===== src/rtl/ps2_host_tx_if.sv =====
// Byte-request handshake between command logic and the PS/2 host transmitter.
// master: command source; slave: transmitter.
interface ps2_host_tx_if;
  logic [7:0] tx_data;
  logic       tx_valid;
  logic       tx_ready;
  logic       busy;
  logic       tx_done;
  logic       tx_error;

  modport master (
    output tx_data, tx_valid,
    input  tx_ready, busy, tx_done, tx_error
  );

  modport slave (
    input  tx_data, tx_valid,
    output tx_ready, busy, tx_done, tx_error
  );
endinterface


===== src/rtl/ps2_host_tx.sv =====
// PS/2 host-to-device transmitter: request-to-send, 11-edge device-clocked frame, ACK check.
// Define PS2_TX_RETRY_EN to retry a failed transaction up to two more times.
module ps2_host_tx #(
  parameter int unsigned INHIBIT_CYCLES = 10000,
  parameter int unsigned START_TIMEOUT  = 1500000,
  parameter int unsigned PACKET_TIMEOUT = 200000
) (
  input  logic         clk100,
  input  logic         rst_n,
  input  logic         ps2_clk_in,
  input  logic         ps2_dat_in,
  output logic         ps2_clk_oe,
  output logic         ps2_dat_oe,
  ps2_host_tx_if.slave tx
);

  localparam logic [20:0] InhLast   = 21'(INHIBIT_CYCLES - 1);
  localparam logic [20:0] StartLast = 21'(START_TIMEOUT - 1);
  localparam logic [20:0] PktLast   = 21'(PACKET_TIMEOUT - 1);

  typedef enum logic [2:0] {
    StIdle, StInhibit, StReq, StData, StAck, StWaitIdle, StFail
  } state_e;

  state_e      state_q, state_d;
  logic [20:0] cnt_q, cnt_d, cnt_inc;
  logic [7:0]  data_q, data_d;
  logic        parity_q, parity_d;
  logic [9:0]  frame_q, frame_d;
  logic [3:0]  bitcnt_q, bitcnt_d;
  logic        dat_oe_q, dat_oe_d;
  logic        clk_s1, clk_s2, clk_prev, dat_s1, dat_s2;
  logic        clk_fall;
  logic        last_attempt;

  // Lines idle high, so synchronisers reset to 1 to avoid a spurious edge.
  always_ff @(posedge clk100 or negedge rst_n) begin
    if (!rst_n) begin
      clk_s1   <= 1'b1;
      clk_s2   <= 1'b1;
      clk_prev <= 1'b1;
      dat_s1   <= 1'b1;
      dat_s2   <= 1'b1;
    end else begin
      clk_s1   <= ps2_clk_in;
      clk_s2   <= clk_s1;
      clk_prev <= clk_s2;
      dat_s1   <= ps2_dat_in;
      dat_s2   <= dat_s1;
    end
  end

  assign clk_fall = clk_prev & ~clk_s2;
  assign cnt_inc  = (cnt_q == '1) ? cnt_q : cnt_q + 21'd1;

`ifdef PS2_TX_RETRY_EN
  logic [1:0] attempt_q;

  always_ff @(posedge clk100 or negedge rst_n) begin
    if (!rst_n) begin
      attempt_q <= '0;
    end else if (state_q == StIdle) begin
      attempt_q <= '0;
    end else if (state_q == StFail) begin
      attempt_q <= attempt_q + 2'd1;
    end
  end

  assign last_attempt = (attempt_q == 2'd2);
`else
  assign last_attempt = 1'b1;
`endif

  always_ff @(posedge clk100 or negedge rst_n) begin
    if (!rst_n) begin
      state_q  <= StIdle;
      cnt_q    <= '0;
      data_q   <= '0;
      parity_q <= 1'b0;
      frame_q  <= '1;
      bitcnt_q <= '0;
      dat_oe_q <= 1'b0;
    end else begin
      state_q  <= state_d;
      cnt_q    <= cnt_d;
      data_q   <= data_d;
      parity_q <= parity_d;
      frame_q  <= frame_d;
      bitcnt_q <= bitcnt_d;
      dat_oe_q <= dat_oe_d;
    end
  end

  // Data line is only ever pulled while the request/frame is in flight.
  assign ps2_dat_oe = dat_oe_q & ((state_q == StReq) | (state_q == StData));
  assign tx.busy    = (state_q != StIdle);

  always_comb begin
    state_d     = state_q;
    cnt_d       = cnt_inc;
    data_d      = data_q;
    parity_d    = parity_q;
    frame_d     = frame_q;
    bitcnt_d    = bitcnt_q;
    dat_oe_d    = dat_oe_q;
    ps2_clk_oe  = 1'b0;
    tx.tx_ready = 1'b0;
    tx.tx_done  = 1'b0;
    tx.tx_error = 1'b0;

    unique case (state_q)
      StIdle: begin
        tx.tx_ready = 1'b1;
        dat_oe_d    = 1'b0;
        if (tx.tx_valid) begin
          data_d   = tx.tx_data;
          parity_d = ~^tx.tx_data;
          cnt_d    = '0;
          state_d  = StInhibit;
        end
      end
      StInhibit: begin
        ps2_clk_oe = 1'b1;
        dat_oe_d   = 1'b0;
        if (cnt_q >= InhLast) begin
          dat_oe_d = 1'b1;
          frame_d  = {1'b1, parity_q, data_q};
          bitcnt_d = '0;
          cnt_d    = '0;
          state_d  = StReq;
        end
      end
      StReq: begin
        if (clk_fall) begin
          dat_oe_d = ~frame_q[0];
          frame_d  = {1'b1, frame_q[9:1]};
          bitcnt_d = 4'd1;
          cnt_d    = '0;
          state_d  = StData;
        end else if (cnt_q >= StartLast) begin
          state_d = StFail;
        end
      end
      StData: begin
        if (cnt_q >= PktLast) begin
          state_d = StFail;
        end else if (clk_fall) begin
          // Frame LSB is the next symbol; the stop symbol (1) releases the line.
          dat_oe_d = ~frame_q[0];
          frame_d  = {1'b1, frame_q[9:1]};
          bitcnt_d = bitcnt_q + 4'd1;
          if (bitcnt_q == 4'd9) begin
            state_d = StAck;
          end
        end
      end
      StAck: begin
        dat_oe_d = 1'b0;
        if (cnt_q >= PktLast) begin
          state_d = StFail;
        end else if (clk_fall) begin
          state_d = dat_s2 ? StFail : StWaitIdle;
        end
      end
      StWaitIdle: begin
        if (cnt_q >= PktLast) begin
          state_d = StFail;
        end else if (clk_s2 && dat_s2) begin
          tx.tx_done = 1'b1;
          state_d    = StIdle;
        end
      end
      StFail: begin
        dat_oe_d = 1'b0;
        cnt_d    = '0;
        if (last_attempt) begin
          tx.tx_done  = 1'b1;
          tx.tx_error = 1'b1;
          state_d     = StIdle;
        end else begin
          state_d = StInhibit;
        end
      end
      default: state_d = StIdle;
    endcase
  end

endmodule

===== src/flat_wrapper.sv =====
// flat-port wrapper written by rule: the top's interface ports become plain ports
module ps2_host_tx_flat 
#(
  parameter int unsigned INHIBIT_CYCLES = 10000,
  parameter int unsigned START_TIMEOUT  = 1500000,
  parameter int unsigned PACKET_TIMEOUT = 200000
)
  (clk100, rst_n, ps2_clk_in, ps2_dat_in, ps2_clk_oe, ps2_dat_oe, tx_tx_data, tx_tx_valid, tx_tx_ready, tx_busy, tx_tx_done, tx_tx_error);
  ps2_host_tx_if tx_i ();
  input  logic clk100;
  input  logic rst_n;
  input  logic ps2_clk_in;
  input  logic ps2_dat_in;
  output logic ps2_clk_oe;
  output logic ps2_dat_oe;
  input wire logic [$bits(tx_i.tx_data)-1:0] tx_tx_data;
  input wire logic [$bits(tx_i.tx_valid)-1:0] tx_tx_valid;
  output wire logic [$bits(tx_i.tx_ready)-1:0] tx_tx_ready;
  output wire logic [$bits(tx_i.busy)-1:0] tx_busy;
  output wire logic [$bits(tx_i.tx_done)-1:0] tx_tx_done;
  output wire logic [$bits(tx_i.tx_error)-1:0] tx_tx_error;
  assign tx_i.tx_data = tx_tx_data;
  assign tx_i.tx_valid = tx_tx_valid;
  assign tx_tx_ready = tx_i.tx_ready;
  assign tx_busy = tx_i.busy;
  assign tx_tx_done = tx_i.tx_done;
  assign tx_tx_error = tx_i.tx_error;
  ps2_host_tx #(.INHIBIT_CYCLES(INHIBIT_CYCLES), .START_TIMEOUT(START_TIMEOUT), .PACKET_TIMEOUT(PACKET_TIMEOUT)) u_core (.clk100(clk100), .rst_n(rst_n), .ps2_clk_in(ps2_clk_in), .ps2_dat_in(ps2_dat_in), .ps2_clk_oe(ps2_clk_oe), .ps2_dat_oe(ps2_dat_oe), .tx(tx_i));
endmodule

===== config.mk =====
export PLATFORM = sky130hd
export DESIGN_NAME = ps2_host_tx_flat
export DESIGN_NICKNAME = d
export VERILOG_FILES = /design/src/rtl/ps2_host_tx_if.sv /design/src/rtl/ps2_host_tx.sv /design/src/flat_wrapper.sv
export SDC_FILE = /design/constraint.sdc
export NUM_CORES = 1
export LEC_CHECK = 0
export BUFFER_PORTS_ARGS = -buffer_cell sky130_fd_sc_hd__buf_4
export CAP_MARGIN = 20
export CORE_MARGIN = 1.5
export CORE_UTILIZATION = 45
export DETAILED_ROUTE_END_ITERATION = 7
export GPL_TIMING_DRIVEN = 1
export PLACE_DENSITY = 0.7
export SLEW_MARGIN = 30
export SYNTH_ARGS = -nofsm -noshare
export SYNTH_HDL_FRONTEND = slang
export SYNTH_SLANG_ARGS = --single-unit

===== constraint.sdc =====
create_clock -name clk100 -period 2.4 [get_ports clk100]
set_input_delay 0.36 -clock clk100 [delete_from_list [all_inputs] [get_ports clk100]]
set_output_delay 0.36 -clock clk100 [all_outputs]
set_load 0.01 [all_outputs]

### After elaboration in Yosys (flattened, before gate mapping)

Cells that the tools add are included.

| storage, ports and cells | value |
|---|---|
| register bits after elaboration | 53 |

| operators by class | value |
|---|---|
| $lt $le $gt $ge | 3 |
| bitwise logic cells | 5 |
| eq/ne operators | 18 |
| add/subtract/negate cells | 2 |
| muxes and demuxes | 37 |
| reduce and logical (&&, ||, !) cells | 12 |

Operator list:

| kind | number |
|---|---|
| $mux W21 | 4 |
| $pmux W21 S4 | 1 |
| $mux W3 | 11 |
| $mux W10 | 3 |
| $pmux W10 S3 | 1 |
| $add A21 B1 Y21 const B | 1 |
| $eq A21 B21 Y1 const B | 1 |
| $ge A21 B14 Y1 const B | 1 |
| $ge A21 B18 Y1 const B | 1 |
| $ge A21 B21 Y1 const B | 1 |
| $pmux W3 S6 | 1 |
| $mux W4 | 4 |
| $pmux W4 S3 | 1 |
| $eq A3 B3 Y1 const B | 3 |
| $mux W1 | 8 |
| $reduce_xnor A8 Y1 | 1 |
| $reduce_and A7 Y1 | 1 |
| $eq A3 B2 Y1 const B | 2 |
| $ne A2 B1 Y1 const B | 3 |
| $ne A3 B1 Y1 const B | 2 |
| $ne A3 B2 Y1 const B | 2 |
| $reduce_bool A3 Y1 | 2 |
| $reduce_and A5 Y1 | 1 |
| $add A4 B1 Y4 const B | 1 |
| 16 further kinds | 20 |

### Logic depth before layout (Yosys ltp)

Gate-level depths: netlist of run 1.

| depth | value |
|---|---|
| word-level depth | 5 |
| gate-level depth with buffers | 8 |
| depth with buffers taken out | 8 |

### Worst setup path after synthesis of run 1

Ideal clock, no wire load.

| timing path | value |
|---|---|
| path type | reg2out |
| start point | register u_core.cnt_q[0] |
| end point | output tx_tx_done |
| path slack | 0.143 ns |
| buffers on the path | 0 |
| stages on the path, launching flop included | 7 |
| required time | 2.040 ns |
| arrival | 1.897 ns |
| cell sequence | dfrtp_1 -> ha_1 -> a21oi_1 -> nor4_4 -> o31a_2 -> or3_1 -> a21oi_1 |

| between the ends | value |
|---|---|
| cells in the longest elaborated chain, start to end | 3 |

RTL lines:

| item | RTL line | text |
|---|---|---|
| from (decl) | ps2_host_tx.sv:26 | `logic [20:0] cnt_q, cnt_d, cnt_inc;` |
| from (signal assigned) | ps2_host_tx.sv:85 | `cnt_q <= cnt_d;` |
| $ge A21 B18 Y1 | ps2_host_tx.sv:166 | `if (cnt_q >= PktLast) begin` |
| $mux W1 | ps2_host_tx.sv:166 |  |
| $pmux W1 S2 | ps2_host_tx.sv:111 | `unique case (state_q)` |
| to (decl) | flat_wrapper.sv:20 | `output wire logic [$bits(tx_i.tx_done)-1:0] tx_tx_done;` |

No other way between the ends.

### Worst setup path in the final report of run 1

| timing path | value |
|---|---|
| start point | register u_core.cnt_q[1] |
| end point | output tx_tx_done |

Same word-level chain as after synthesis.

==> results.sh, run 1 <==
export IMPL_status="finished clean"
export IMPL_fin_worst_hold_slack_ns=0.05674
export IMPL_grt_pass1_wl_um=10600
export IMPL_grt_overflow_total=0
export IMPL_drc=0
export IMPL_pins_over_their_slew_limit=0
export IMPL_skew_ns=0.009323
export IMPL_multi_input_comb_area_mm2=0.001509
export IMPL_drt_total_wl_um=6028
export IMPL_synth_top_cell_by_area="sky130_fd_sc_hd__dfrtp_1"
export IMPL_crit_path_max_fanout=2
export IMPL_sequential_fraction_of_the_synthesis_area_pct=45.35
export IMPL_setup_slack_ns=0.01722
export IMPL_synth_enable_flop_cells=0
export IMPL_dp_cells=410
export IMPL_totalPowerFinal_mw=3.163
export IMPL_setup_violations=0
export IMPL_slew_limit_headroom_pct=58.08
export IMPL_max_vdd_ir_drop_mv=0.7228
export IMPL_dpl_worst_slack_ns=0.1398
export IMPL_tritoncts="done"
export IMPL_grt_max_degree=53
export IMPL_sequential_cell_area_mm2=0.001326
export IMPL_achievable_frequency_ghz=0.4197
export IMPL_setup_tns_final_ns=0
export IMPL_leakagePower_nw=1.434
export IMPL_num_rows=29
export IMPL_gpl_final_weighted_congestion=0.9114
export IMPL_post_synth_main_area_contributors="sky130_fd_sc_hd__dfrtp_1 33%, sky130_fd_sc_hd__dfstp_2 13%, sky130_fd_sc_hd__nor2_1 5.7%, sky130_fd_sc_hd__nand2_1 5.3%, sky130_fd_sc_hd__xnor2_1 3.6%"
export IMPL_timing_critical_path_from_type="flip-flop"
export IMPL_worst_slew_pin_transition_ns=0.6288
export IMPL_cts_max_path_buffers=2
export IMPL_netlist_instances=314
export IMPL_max_cap_viol_count=0
export IMPL_top_level_ports=19
export IMPL_die_h_um=83.39
export IMPL_detailroute_via_count=2405
export IMPL_tritoncts_num_buffers=5
export IMPL_antenna_cells_inserted=0
export IMPL_layout_drive_gt1_share_pct=26.93
export IMPL_numPortBuffers=18
export IMPL_rr_endpoint="u_core.state_q[1]"
export IMPL_critical_path_reg2reg_startpoint="u_core.cnt_q[9]"
export IMPL_routedWlPerCell_um=14.15
export IMPL_post_synth_num_cell_types=54
export IMPL_end_kind="output pin"
export IMPL_tritoncts_num_sinks=52
export IMPL_grt_use_total_pct=18.40
export IMPL_final_core_utilization_pct=53.69
export IMPL_regToRegSetupSlack_ns=0.16
export IMPL_ff2ff_path_depth=6
export IMPL_synth_net_count=330
export IMPL_pre_antenna_drt_iters=4
export IMPL_placed_cell_areas_mm2=0.003186
export IMPL_postSynth_asyncResetShare_pct=100.0
export IMPL_cp_arrival_ns=2.02
export IMPL_fp_dieArea_mm2=0.006953
export IMPL_source_to_sink_clock_delay_at_the_later_pin_of_the_worst_skew_pair_ns=0.32
export IMPL_via_per_inst=5.646
export IMPL_nFillCells=589
export IMPL_first_global_vias=2340
export IMPL_detail_route_antenna_nets=0
export IMPL_initial_core_utilization_pct=46.06
export IMPL_min_path_type="in -> async"
export IMPL_hold_viol_final=0
export IMPL_dieWidth_um=83.39
export IMPL_critical_path_startpoint="u_core.cnt_q[1]"
export IMPL_rsz0062_at_grt="yes"
export IMPL_required_ns=2.04
export IMPL_drt_iter0_drc=127
export IMPL_initial_antenna_violation_count=0
export IMPL_netlist_area_mm2=0.002908
export IMPL_yosysWarnings=0
export IMPL_nets=364
export IMPL_cts_max_level=2
export IMPL_power_density_mw_per_mm2=933.2
export IMPL_synth_top_flop_cell="sky130_fd_sc_hd__dfrtp_1"
export IMPL_timing_final_crit_period_ns=2.383
export IMPL_finalCritPeriodShare_pct=99.28
export IMPL_timing_setup_critical_path_class="reg -> out"
export IMPL_postLayoutCellArea_mm2=0.003390
export IMPL_clock_root_buffer="sky130_fd_sc_hd__clkbuf_8"
export IMPL_cts_hold_repair_buffers=0
export IMPL_yosys_register_bits=52
export IMPL_placeable_core_area_mm2=0.006314
export IMPL_post_layout_nonfiller_instances=426
export IMPL_clk_transition_reported_paths_ns=0.10
export IMPL_yosysTopAreaCellShare_pct=32.70
export IMPL_flow_area_growth_from_synthesis_pct=16.57
export IMPL_synth_avg_cell_area_um2=9.260
export IMPL_dp_hpwl_um=4242
==> cell type report <==
type                            instances  area share (%)
Clock buffer                            5           2.030
Clock inverter                          3          0.8490
Inverter                               10           1.107
Multi-Input combinational cell        236           44.52
Sequential cell                        52           39.13
Tap cell                               77           2.842
Timing Repair Buffer                   43           9.524
==> cells in the mapped netlist, drive strengths merged, types with 2 or more instances <==
cell type and n:
o21ai 12, xor2 12, nor2 44, mux2 9
nand2 41, a21oi 16, a2111oi 2, inv 9
a311oi 4, and4 2, a211oi 4, buf 8
nor4 5, and2 2, mux2i 6, nand4 5
or3 3, a31oi 9, o41ai 2, clkbuf 8
o22ai 2, xnor2 12, dfrtp 38, and3 2
nor3 6, nand2b 2, nand3 15, ha 3
dfstp 14
==> registers in the layout, indices dropped and copies added, names as in the netlist <==
| register | flops |
|---|---|
| u_core.dat_s2 | 1 |
| u_core.clk_s2 | 1 |
| u_core.clk_prev | 1 |
| u_core.frame_q | 9 |
| u_core.data_q | 8 |
| u_core.parity_q | 1 |
| u_core.cnt_q | 21 |
| u_core.dat_s1 | 1 |
| u_core.dat_oe_q | 1 |
| u_core.state_q | 3 |
| u_core.clk_s1 | 1 |
| u_core.bitcnt_q | 4 |
==> where the power goes <==
part	switching [mW]	internal [mW]
sequential	0.211	1.18
combinational	0.681	0.547
clock	0.326	0.221
==> logic make-up after synthesis <==
group	after synthesis	share of synthesized area (%)
mux	15	5.551
flops	52	45.35
simple gates	130	21.17
xor+xnor	24	7.229
fa+ha+maj	3	1.291
compound gates	64	15.32
buf+inv	26	4.087
==> placed cells by master, fill, tap and decap left out, drive strengths merged, types with 2 or more instances in the layout <==
cell	instances
dfrtp	38
xor2	12
nor3	6
a31oi	9
a21oi	16
o21ai	12
and3	2
a211oi	4
dfstp	14
xnor2	12
mux2	9
nor4	5
ha	3
buf	43
and4	2
mux2i	6
nand2b	2
o22ai	2
o41ai	2
clkbuf	5
and2	2
or3	3
nand4	5
inv	12
nor2	44
a311oi	4
nand3	15
a2111oi	2
nand2	41
==> per-layer routing <==
| layer | up-vias | global-route usage, % | wire length [um] |
|---|---|---|---|
| met1 | 1156 | 24.39 | 2802 |
| met5 | - | 0 | 0 |
| met3 | 12 | 3.380 | 213 |
| met2 | 56 | 30.01 | 2901 |
| li1 | 1181 | - | - |
| met4 | 0 | 6.970 | 110 |
==> how the worst max path moves through the flow <==
stage / endpoint / slack [ns]
floorplan: tx_tx_done / 0.14
global placement: tx_tx_done / 0.17
detailed placement: u_core.frame_q[7] / 0.14
CTS: tx_tx_done / 0.004
global route: tx_tx_done / -0.03
finish: tx_tx_done / 0.02
==> what timing repair did <==
item / in CTS / in global routing
buffers inserted: 4 / 4
resized for setup: 5 / 10
pin swaps: 6 / 2
hold endpoints to repair: 0 / 0
gates cloned: 0 / 0
setup endpoints to repair: 1 / 20
==> worst max-delay path: stages (launching register included) <==
cell and delay (ns):
sky130_fd_sc_hd__dfrtp_1 0.41, sky130_fd_sc_hd__ha_2 0.21, sky130_fd_sc_hd__a21oi_2 0.15, sky130_fd_sc_hd__nor4_4 0.07
sky130_fd_sc_hd__o31a_2 0.29, sky130_fd_sc_hd__or3_1 0.33, sky130_fd_sc_hd__a21oi_2 0.12, sky130_fd_sc_hd__buf_4 0.13
No activity file was read; power rests on OpenSTA's default activity.
==> inputs of run 2 (changes only) <==
--- a/config.mk
+++ b/config.mk
@@ -7,10 +7,12 @@
 export LEC_CHECK = 0
 export BUFFER_PORTS_ARGS = -buffer_cell sky130_fd_sc_hd__buf_4
 export CAP_MARGIN = 20
+export CORE_ASPECT_RATIO = 1.1
 export CORE_MARGIN = 1.5
 export CORE_UTILIZATION = 45
 export DETAILED_ROUTE_END_ITERATION = 7
 export GPL_TIMING_DRIVEN = 1
+export MAX_ROUTING_LAYER = met4
 export PLACE_DENSITY = 0.7
 export SLEW_MARGIN = 30
 export SYNTH_ARGS = -nofsm -noshare
==> run 2 against run 1 <==
  * The run now ends with setup timing left
  * Global-route usage rose by 0.99 points
  * Critical endpoint unchanged
  * Final cell count fell by 0.47%
  * Critical path type unchanged
  * Via count fell by 2.7%
  * Sequential share of layout area rose by 0.28 points
==> results.sh, run 2 (same netlist as run 1, synthesis figures left out) <==
export IMPL_status="finished with violations"
export IMPL_failed_checks="setup timing"
export IMPL_fin_worst_hold_slack_ns=0.06904
export IMPL_num_rows=30
export IMPL_pins_over_their_slew_limit=0
export IMPL_setup_violations=1
export IMPL_min_path_type="in -> async"
export IMPL_flow_area_growth_from_synthesis_pct=16.18
export IMPL_power_density_mw_per_mm2=934.0
export IMPL_cts_hold_repair_buffers=0
export IMPL_first_global_vias=2108
export IMPL_worstPathCellList="o21ai_1, a211oi_1, o31a_2, or3_1, a21oi_2, buf_4"
export IMPL_setup_slack_ns=-0.009227
export IMPL_routedWlPerCell_um=14.25
export IMPL_slew_limit_headroom_pct=56.20
export IMPL_peak_per_stage_delay_on_the_critical_path_ns=0.45
export IMPL_initial_core_utilization_pct=46.95
export IMPL_end_kind="output pin"
export IMPL_nets=359
export IMPL_top_level_ports=19
export IMPL_numPortBuffers=18
export IMPL_achievable_frequency_ghz=0.4151
export IMPL_p_int_mw=1.949
export IMPL_required_ns=2.04
export IMPL_drt_iter0_drc=112
export IMPL_die_h_um=87.31
export IMPL_nFillCells=570
export IMPL_placed_cell_areas_mm2=0.003187
export IMPL_largest_register_ff_count=21
export IMPL_hold_viol_final=0
export IMPL_worst_slew_pin_transition_ns=0.6570
export IMPL_dp_cells=411
export IMPL_post_layout_nonfiller_instances=424
export IMPL_detail_route_antenna_nets=0
export IMPL_postLayoutCellArea_mm2=0.003378
export IMPL_cts_max_level=2
export IMPL_cp_arrival_ns=2.05
export IMPL_timing_setup_critical_path_class="reg -> out"
export IMPL_grt_pass1_wl_um=10200
export IMPL_power_share_switching_pct=38.23
export IMPL_grt_max_degree=53
export IMPL_dp_hpwl_um=4069
export IMPL_gpl_final_weighted_congestion=0.8821
export IMPL_clk_transition_reported_paths_ns=0.10
export IMPL_largest_registers="u_core.cnt_q x21, u_core.frame_q x9, u_core.data_q x8"
export IMPL_cts_max_path_buffers=2
export IMPL_share_comb_of_total_power_pct=38.4
export IMPL_placeable_core_area_mm2=0.006193
export IMPL_timing_final_crit_period_ns=2.409
export IMPL_skew_ns=0.008199
export IMPL_tritoncts="done"
export IMPL_power_switching_mw=1.206
export IMPL_max_flop_register="u_core.cnt_q"
export IMPL_final_common_cell="sky130_fd_sc_hd__nor2_1"
export IMPL_max_cap_viol_count=0
export IMPL_via_per_inst=5.521
export IMPL_initial_antenna_violation_count=0
export IMPL_clock_power_share_pct=17.5
export IMPL_grt_use_total_pct=19.39
export IMPL_layout_drive_gt1_share_pct=27.03
export IMPL_slowest_stage="sky130_fd_sc_hd__dfrtp_2"
export IMPL_clock_root_buffer="sky130_fd_sc_hd__clkbuf_8"
export IMPL_fp_dieArea_mm2=0.006954
export IMPL_finalCritPeriodShare_pct=100.4
export IMPL_dieWidth_um=79.65
export IMPL_max_vdd_ir_drop_mv=0.6243
export IMPL_grt_overflow_total=0
export IMPL_antenna_cells_inserted=0
export IMPL_register_share_of_total_power_pct=44.1
export IMPL_commonest_cells_after_routing_fill_and_taps_aside="44 x sky130_fd_sc_hd__nor2_1, 40 x sky130_fd_sc_hd__nand2_1, 37 x sky130_fd_sc_hd__buf_4"
export IMPL_detailroute_via_count=2341
export IMPL_timing_critical_path_from_type="flip-flop"
export IMPL_tritoncts_num_sinks=52
export IMPL_rsz0062_at_grt="yes"
export IMPL_pre_antenna_drt_iters=4
export IMPL_drc=0
export IMPL_leakagePower_nw=1.409
export IMPL_crit_path_max_fanout=6
export IMPL_source_to_sink_clock_delay_at_the_later_pin_of_the_worst_skew_pair_ns=0.32
export IMPL_drt_total_wl_um=6043
export IMPL_tritoncts_num_buffers=5
## run 2: repair_timing
item	CTS	global route
pin swaps	5	0
gates resized for setup	11	9
endpoints found under the setup margin	1	22
setup buffers	3	2
## run 2: worst paths after layout
check                                start                to  slack (ns)  cells after the start
max reg2reg                u_core.cnt_q[1]  u_core.cnt_q[11]        0.15                      8
min                                  rst_n   u_core.cnt_q[9]        0.07                      1
min reg2reg                  u_core.clk_s1     u_core.clk_s2        0.36                      0
min in group clk100             ps2_clk_in     u_core.clk_s1        0.14                      1
max                        u_core.cnt_q[7]        tx_tx_done      -0.009                      6
max in group asynchronous            rst_n  u_core.cnt_q[19]        1.86                      1
## run 2: final cells by class
| type | count | area (um2) | share of cell area (%) |
|---|---|---|---|
| multi-input combinational | 236 | 1514 | 44.81 |
| sequential | 52 | 1331 | 39.41 |
| timing repair buffer | 38 | 297.8 | 8.815 |
| tap | 80 | 100.1 | 2.963 |
| clock buffer | 5 | 68.82 | 2.037 |
| inverter | 10 | 37.54 | 1.111 |
| clock inverter | 3 | 28.78 | 0.8519 |
## run 2: power groups by stage
stage	Clock (mW)	Sequential [mW]	Combinational, mW
6_report	0.553	1.39	1.21
2_1_floorplan	0	1.32	0.906
3_3_place_gp	0	1.40	1.16
5_1_grt	0.595	1.43	1.37
4_1_cts	0.571	1.39	1.20
3_5_place_dp	0	1.40	1.18
## run 2: worst max-delay path, delay by kind of cell, from the launching register on
| family | cells | cell delay, ns |
|---|---|---|
| AOI/OAI and AO/OA | 4 | 0.82 |
| buffers and inverters | 1 | 0.14 |
| and+or+nand+nor | 1 | 0.34 |
| DFF | 1 | 0.45 |
## run 2: layer usage
metal	wire length [um]	up-vias	track usage [%]
li1	-	1167	-
met4	89	0	7.337
met3	169	5	2.723
met1	2946	1129	26.55
met5	0	-	-
met2	2837	40	29.20
## run 2: per-stage QoR
| step | util (%) | TNS [ns] | worst slack, ns | total power [mW] |
|---|---|---|---|---|
| floorplan | - | 0 | 0.1430 | 2.225 |
| global placement | 51.45 | 0 | 0.1784 | 2.552 |
| detailed placement | 51.45 | 0 | 0.1352 | 2.580 |
| CTS | 53.90 | 0 | 0.01206 | 3.160 |
| global route | 54.55 | -0.07090 | -0.07090 | 3.399 |
| finish | 54.55 | -0.009227 | -0.009227 | 3.155 |
